**config.mk**
```make
export PLATFORM = sky130hd
export DESIGN_NAME = mem_arbiter
export DESIGN_NICKNAME = d
export VERILOG_FILES = /design/src/rtl/mem_arbiter.sv
export SDC_FILE = /design/constraint.sdc
export NUM_CORES = 1
export LEC_CHECK = 0
export ABC_CLOCK_PERIOD_IN_PS = 2600
export BUFFER_PORTS_ARGS = -buffer_cell sky130_fd_sc_hd__buf_2
export CORE_AREA = 2 2 119 121
export CTS_BUF_LIST = sky130_fd_sc_hd__clkbuf_8
export DETAILED_ROUTE_END_ITERATION = 7
export DIE_AREA = 0 0 121 123
export HOLD_SLACK_MARGIN = 0.06
export PLACE_DENSITY = 0.87
export SYNTH_ARGS = -nofsm -noshare
export SYNTH_HDL_FRONTEND = slang
export SYNTH_SLANG_ARGS = --single-unit
```
**constraint.sdc**
```tcl
create_clock -name Clock_i -period 2.6 [get_ports Clock_i]
set_clock_uncertainty 0.15 [all_clocks]
set_input_delay 0.26 -clock Clock_i [delete_from_list [all_inputs] [get_ports Clock_i]]
set_output_delay 0.26 -clock Clock_i [all_outputs]
set_load 0.005 [all_outputs]
```
**src/rtl/mem_arbiter.sv**
```systemverilog
`default_nettype none
//============================================================================
// Module   : mem_arbiter
// Purpose  : Shares one single-port, variable-latency memory between the
//            instruction-fetch stage and the MEM stage. One transaction is
//            in flight at a time and the data side wins when both are
//            pending. A combinational stall freezes every pipeline register
//            until all requests of the current cycle have completed, and a
//            saturating counter records the number of stalled cycles.
// Ports    : Clock_i, Reset_i      - clock, synchronous active-high reset
//            IReq_i, IAddr_i       - fetch request / address
//            IRdata_o              - fetched instruction (held until next fetch)
//            DRead_i, DWrite_i     - MEM-stage read / write request bits
//            DAddr_i, DWdata_i     - MEM-stage address / write data
//            DRdata_o              - load data (held until next data read)
//            MemEnable_o, MemWrite_o, MemAddr_o, MemWdata_o - memory request
//            MemRdata_i, MemAck_i  - memory read data / completion pulse
//            Stall_o               - global pipeline freeze
//            StallCycles_o         - saturating stalled-cycle count
// Revision : 1.0 - initial release
//============================================================================
module mem_arbiter (
    input  logic        Clock_i,
    input  logic        Reset_i,
    input  logic        IReq_i,
    input  logic [31:0] IAddr_i,
    output logic [31:0] IRdata_o,
    input  logic        DRead_i,
    input  logic        DWrite_i,
    input  logic [31:0] DAddr_i,
    input  logic [31:0] DWdata_i,
    output logic [31:0] DRdata_o,
    output logic        MemEnable_o,
    output logic        MemWrite_o,
    output logic [31:0] MemAddr_o,
    output logic [31:0] MemWdata_o,
    input  logic [31:0] MemRdata_i,
    input  logic        MemAck_i,
    output logic        Stall_o,
    output logic [31:0] StallCycles_o
);

    typedef enum logic [1:0] {
        S_IDLE  = 2'd0,
        S_D_ACC = 2'd1,
        S_I_ACC = 2'd2
    } state_t;

    localparam logic [31:0] c_CNT_MAX = 32'hFFFF_FFFF;

    state_t      r_state;
    logic        r_idone;
    logic        r_ddone;
    logic        r_mem_en;
    logic        r_mem_we;
    logic [31:0] r_mem_addr;
    logic [31:0] r_mem_wdata;
    logic [31:0] r_irdata;
    logic [31:0] r_drdata;
    logic [31:0] r_stall_cycles;

    logic        w_dreq;
    logic        w_ipend;
    logic        w_dpend;
    logic        w_stall;
    logic        w_ack;

    // A simultaneous read+write request is handled as a write, so the write
    // flag of the data side is simply DWrite_i.
    assign w_dreq  = DRead_i | DWrite_i;
    assign w_ipend = IReq_i & ~r_idone;
    assign w_dpend = w_dreq & ~r_ddone;
    assign w_stall = w_ipend | w_dpend;
    // Acks are only meaningful while a request is actually on the bus.
    assign w_ack   = MemAck_i & r_mem_en;

    always_ff @(posedge Clock_i) begin
        if (Reset_i) begin
            r_state        <= S_IDLE;
            r_idone        <= 1'b0;
            r_ddone        <= 1'b0;
            r_mem_en       <= 1'b0;
            r_mem_we       <= 1'b0;
            r_mem_addr     <= 32'd0;
            r_mem_wdata    <= 32'd0;
            r_irdata       <= 32'd0;
            r_drdata       <= 32'd0;
            r_stall_cycles <= 32'd0;
        end else begin
            if (w_stall && (r_stall_cycles != c_CNT_MAX)) begin
                r_stall_cycles <= r_stall_cycles + 32'd1;
            end

            // The pipeline advances on this edge, so the next cycle carries
            // fresh requests that have not been serviced yet.
            if (!w_stall) begin
                r_idone <= 1'b0;
                r_ddone <= 1'b0;
            end

            case (r_state)
                S_IDLE: begin
                    if (w_dpend) begin
                        r_state     <= S_D_ACC;
                        r_mem_en    <= 1'b1;
                        r_mem_we    <= DWrite_i;
                        r_mem_addr  <= DAddr_i;
                        r_mem_wdata <= DWdata_i;
                    end else if (w_ipend) begin
                        r_state    <= S_I_ACC;
                        r_mem_en   <= 1'b1;
                        r_mem_we   <= 1'b0;
                        r_mem_addr <= IAddr_i;
                    end
                end

                S_D_ACC: begin
                    if (w_ack) begin
                        r_ddone <= 1'b1;
                        if (!r_mem_we) begin
                            r_drdata <= MemRdata_i;
                        end
                        // Chain straight into the fetch with enable kept high
                        // so there is no bubble between the two accesses.
                        if (w_ipend) begin
                            r_state    <= S_I_ACC;
                            r_mem_we   <= 1'b0;
                            r_mem_addr <= IAddr_i;
                        end else begin
                            r_state  <= S_IDLE;
                            r_mem_en <= 1'b0;
                        end
                    end
                end

                S_I_ACC: begin
                    if (w_ack) begin
                        r_idone  <= 1'b1;
                        r_irdata <= MemRdata_i;
                        r_state  <= S_IDLE;
                        r_mem_en <= 1'b0;
                    end
                end

                default: begin
                    r_state  <= S_IDLE;
                    r_mem_en <= 1'b0;
                end
            endcase
        end
    end

    assign IRdata_o      = r_irdata;
    assign DRdata_o      = r_drdata;
    assign MemEnable_o   = r_mem_en;
    assign MemWrite_o    = r_mem_we;
    assign MemAddr_o     = r_mem_addr;
    assign MemWdata_o    = r_mem_wdata;
    assign Stall_o       = w_stall;
    assign StallCycles_o = r_stall_cycles;

endmodule
`default_nettype wire

```
# Word level (Yosys, flattened, before mapping)
# Cells that the tools add are included.
# W data, S select, Z words.
# word_totals
reg_bits	166
inputBits	134
out_inout_bits	163
elab_cells	61
# op_classes
add_sub_neg	1
n_eq_ne	7
muxes	26
n_bitwise	8
n_reduce_logical	9
# ops
cell	n
$mux W32	3
$pmux W32 S2	1
$add A32 B1 Y32 const B	1
$ne A32 B32 Y1 const B	1
$mux W1	14
$mux W2	5
$ne A2 B2 Y1 const B	3
$pmux W2 S3	1
$reduce_and A2 Y1	3
$reduce_and A3 Y1	2
$reduce_and A4 Y1	1
$and A1 B1 Y1	3
$ne A3 B3 Y1 const B	1
$not A1 Y1	3
$pmux W1 S3	1
$eq A2 B1 Y1 const B	1
$eq A2 B2 Y1 const B	1
$logic_not A2 Y1	1
$or A1 B1 Y1	2
$pmux W1 S2	1
$reduce_bool A2 Y1	1
$logic_and A1 B1 Y1	1

# Longest topological paths before layout
# logic_depth
depth_word	6
mapped_depth	8
ltp_nobuf	6

# Worst setup path after synthesis
# OpenSTA, ideal clock, no wires.
# synth_timing
path_type	reg-to-reg
startpoint	register r_stall_cycles[0] (netlist: StallCycles_o[0])
endpoint	register r_stall_cycles[30] (netlist: StallCycles_o[30])
setup_time_ns	0.070
arrival_ns	1.953
required_ns	2.380
slack_ns	0.427
path_stages_with_launch	7
n_path_buf	0
synth_period_minus_slack_ns	2.173
cell_sequence	dfxtp_1 -> ha_1 -> and4_1 -> o211ai_2 -> or4_4 -> or3_1 -> a21oi_1
# synth_between
elab_chain_cells	2
elab_cells_between_ends	3
cone_classes	add/sub: 1; eq/ne: 1; reduce/logical: 1
# synth_lines
item	line	source
start, declared	60	logic [31:0] r_stall_cycles;
start signal, assigned	91	r_stall_cycles <= r_stall_cycles + 32'd1;
parallel branches: the longest is 2 deep, another holds $add A32 B1 Y32	-	
# Parallel ways; which one is timed is not known.
# A chain may end at the register's enable or synchronous reset.

# Worst setup path after layout
# layout_timing
startpoint	input port MemAck_i
endpoint	register r_mem_addr[7] (netlist: MemAddr_o[7])
# layout_between
elab_chain_cells	3
# layout_lines
item	line	source
start, declared	38	input logic MemAck_i,
$and A1 B1 Y1	75	assign w_ack = MemAck_i & r_mem_en;
$ne A2 B2 Y1 (no line)	-	
$reduce_and A2 Y1 (no line)	-	
end signal, assigned	107	r_mem_addr <= DAddr_i;
end signal, assigned	113	r_mem_addr <= IAddr_i;
end signal, assigned	128	r_mem_addr <= IAddr_i;
end, declared	56	logic [31:0] r_mem_addr;
# Every way passes these cells.

==> summary.md <==
| Metric | Value |
|---|---|
| Cell with the largest stage delay on the worst path | dlygate4sd3_1 |
| Total GRT Usage | 32.48% |
| CP arrival | 2800 ps |
| Top cells by instance count after synthesis | 206 x nand2_1, 166 x dfxtp_1, 122 x a21oi_1 |
| Most frequent cell on the critical path | dlygate4sd3_1 |
| Buffers & Inverters on Critical Path | 5 |
| Number of standard cells in the final layout excluding fillers | 1,419 |
| Hold/Removal Path Class | in2reg |
| Remaining antenna violation count | 0 |
| Drt first pass iters | 6 |
| Peak supply drop | 0.4002 mV |
| Kind of capture point of the worst setup path | flop |
| Routed WL | 25.21 mm |
| Top cell type by total area after synthesis | dfxtp_1 |
| Total CTS buffers | 17 |
| Flip-flop and latch count after synthesis | 166 |
| Crit path cell chain | dlygate4sd3_1 > buf_2 > nand2_1 > a21oi_1 > buf_4 > nand3_1 > buf_6 > nor2_1 > nor4_2 > dlygate4sd3_1 |
| Largest net degree at the start of global routing | 50 |
| Number of top-level pins | 297 |
| Post-Layout Inst Area | 0.009839 mm² |
| Overall overflow remaining after global route | 0 |
| Global routing usage on met3 | 12.92% |
| Net load switching power | 1659 µW |
| Longest Clk Path Bufs | 2 |
| Number of placed cells counting well taps | 1,260 |
| Count of max-cap constraint violations | 0 |
| Area taken by flip-flops and latches | 0.003326 mm² |
| End point of the most critical hold path | MemAddr_o[27]$_SDFFE_PP0P_ |
| Area growth from synthesis to layout | 50.48% |
| Number of cells traversed by the worst hold path | 4 |
| Largest delay share family, worst path | buffers and inverters |
| DRC violation count after routing | 0 |
| Clock transition at the registers of the reported paths | 90 ps |
| Wire length per cell after detailed routing | 17.77 µm |
| Setup slack of the most critical reg-to-reg path | 20 ps |
| Synth Instances | 826 |
| Leakage Power | 0.004394 µW |
| Outcome | complete, but fails checks |
| Post-Synthesis Net Count | 961 |
| Worst Path Required | 2790 ps |
| Hold Violations, Final | 0 |
| Dominant cells by area after synthesis | dfxtp_1 51%, nand2_1 12%, a21oi_1 9.3% |
| RD Place Congestion | 0.8430 |
| RSZ-0062 raised after global routing | true |
| Die span in x | 121 µm |
| Most common flop cell mapped by yosys | dfxtp_1 |
| TritonCTS Sinks | 166 |
| Worst slew margin relative to its limit | 58.73% |
| Overall Power | 5798 µW |
| CTS tree | done |
| Fill count | 951 |
| Violations in the final reports | negative setup slack |
| Cell internal power dissipation | 4139 µW |
| Async S/R FF share, synth | 0% |
| GRT Max-Usage Layer | met2 |
| Fraction of power consumed by combinational cells | 19.4% |
| Vias per std cell | 5.549 |
| Post-layout min period | 2619 ps |
| Routing usage on met2 | 53.51% |
| Sort of element at the start of the critical path | input port |
| Most instantiated library cell after synthesis | nand2_1 |
| Net Sw Frac | 28.62% |
| Area of the die | 0.01488 mm² |
| Proportion of layout cells with a drive suffix above 1 | 30.15% |
| Total standard cell area after synthesis | 0.006539 mm² |
| Portion of the clock cycle consumed by the worst path in the final layout | 100.7% |
| Number of distinct standard cells referenced by the synthesized netlist | 48 |
| Footprint of the multi-input gates | 0.002975 mm² |
| Cell depth of the worst setup path | 10 |
| Power density cells | 589.3 mW/mm² |
| Worst skew pair latency | 450 ps |
| Core region area | 0.01361 mm² |
| Proportion of synthesized chip area in sequential cells | 50.82% |
| Number of global-route vias before repair | 7,471 |
| Net count reported at finish | 1,359 |
| Final setup violation count | 2 |
| DRC marker count from the first detailed-route iteration | 770 |
| Crit-path max FO | 22 |
| Initial antenna violation count | 1 |
| Die height | 123 µm |
| Setup bufs post-CTS | 0 |
| Global routing met1 resource utilization | 33.62% |
| Number of H-tree levels | 4 |
| Least-Margin Pin Slew | 603.4 ps |
| Fraction of post-synthesis cell area in the top cell type by area | 50.82% |
| Root cell of the clock tree | clkbuf_8 |
| Number of synthesized flops with an enable pin | 0 |
| Reg2reg path depth | 7 |
| Row count | 43 |
| Number of pins exceeding their max-slew limit in the final report | 0 |
| Total number of vias | 7,874 |
| Yosys synthesis warning count | 0 |
| Relative contribution of sequential cells to total power | 48.5% |
| RR Startpoint | r_state[0]$_SDFFE_PP0P_ |
| Kind of critical path | in2reg |
| Global-route wire length before repair | 37.69 mm |
| Fmax | 381.9 MHz |
| HPWL after DPL | 14.01 mm |
| Worst hold start | IAddr_i[27] |
| Slowest Stage Delay on Critical Path | 610 ps |
| Number of buffer cells added on primary ports | 296 |
| Worst reg2reg endpoint | MemAddr_o[7]$_SDFFE_PP0P_ |
| Share of power burned in the clock network | 32.0% |
| Initial Util | 48.04% |
| Mapped Avg Cell Area | 7.916 µm² |
| Standard cell area after detailed placement | 0.008134 mm² |
| Worst hold-check slack | 156.1 ps |
| Slack of the critical path | -18.64 ps |
==> tightest hold or removal path, stage by stage <==
cell	delay, ps
buf_2	70
or3_1	80
o21ai_0	80
a211oi_1	220
==> routing by layer <==
| layer | wire length, µm | up-vias | part of all wire, % |
|---|---|---|---|
| li1 | - | 3586 | - |
| met1 | 8557 | 3551 | 34 |
| met2 | 12200 | 580 | 48 |
| met3 | 2824 | 157 | 11 |
| met4 | 1626 | 0 | 6.5 |
| met5 | 0 | - | 0 |
==> power groups by stage <==
stage,registers [µW],logic (µW),clock network [µW]
after floorplan,2860,413,0
after global placement,2840,810,0
after detailed placement,2850,823,0
after CTS,2790,1030,1870
after global routing,2830,1210,1990
final,2810,1130,1860
==> what timing repair did <==
action / CTS / global route
endpoints found under the hold margin: 142 / 0
setup endpoints to repair: 0 / 25
hold buffers: 125 / 0
gates resized for setup: 0 / 13
==> registers in the layout, summed over array words and instances, names as in the netlist <==
signal / cells
DRdata_o: 32
r_idone: 1
StallCycles_o: 32
IRdata_o: 32
MemEnable_o: 1
MemWrite_o: 1
r_ddone: 1
r_state: 2
MemWdata_o: 32
MemAddr_o: 32
==> kinds of logic after synthesis <==
kind of cell	after synthesis	share of synthesized area [%]
AOI/OAI and AO/OA	171	14.60
and+or+nand+nor	411	27.99
muxes	3	0.4975
xor gates and xnor gates	11	1.474
buffers and inverters	63	4.420
adders and majority gates	1	0.1913
DFF	166	50.82
==> layout make-up <==
| cell class | instances | area share (%) |
|---|---|---|
| flip-flops and latches | 166 | 33.80 |
| multi-input cells | 597 | 30.24 |
| repair buffers | 437 | 29.44 |
| clock buffers | 19 | 2.658 |
| well taps | 180 | 2.289 |
| clock inverters | 13 | 1.335 |
| inverters | 5 | 0.1907 |
| diodes | 2 | 0.05086 |
==> layout by cell type, fill, tap and decap left out, types with 9 or more instances in the layout <==
cell type        n
nor2_1         101
o21ai_0         24
buf_4           13
nand2_1        206
or3_1           19
dlygate4sd3_1  125
nand3_1         15
dfxtp_1        164
nand4_1          9
nor4_1          22
a21oi_1        122
a211oi_1        12
buf_2          295
clkbuf_8        19
==> stage by stage <==
| step | TNS (ps) | worst slack [ps] | util (%) |
|---|---|---|---|
| 2_1_floorplan | 0 | 427.0 | - |
| 3_3_place_gp | 0 | 321.2 | 59.76 |
| 3_5_place_dp | 0 | 205.7 | 59.76 |
| 4_1_cts | 0 | 56.12 | 71.84 |
| 5_1_grt | -131.2 | -81.39 | 72.27 |
| 6_report | -28.35 | -18.64 | 72.29 |
==> worst max path at each step <==
| stage | slack [ps] | from | end |
|---|---|---|---|
| 6_report | -20 | MemAck_i | MemAddr_o[7]$_SDFFE_PP0P_ |
| 5_1_grt | -80 | r_state[0]$_SDFFE_PP0P_ | MemAddr_o[7]$_SDFFE_PP0P_ |
| 4_1_cts | 60 | r_state[0]$_SDFFE_PP0P_ | MemAddr_o[15]$_SDFFE_PP0P_ |
| 3_5_place_dp | 210 | StallCycles_o[0]$_SDFFE_PP0P_ | StallCycles_o[9]$_SDFFE_PP0P_ |
| 3_3_place_gp | 320 | StallCycles_o[0]$_SDFFE_PP0P_ | StallCycles_o[9]$_SDFFE_PP0P_ |
| 2_1_floorplan | 430 | StallCycles_o[0]$_SDFFE_PP0P_ | StallCycles_o[30]$_SDFFE_PP0P_ |
Power figures use the tool's default switching activity.
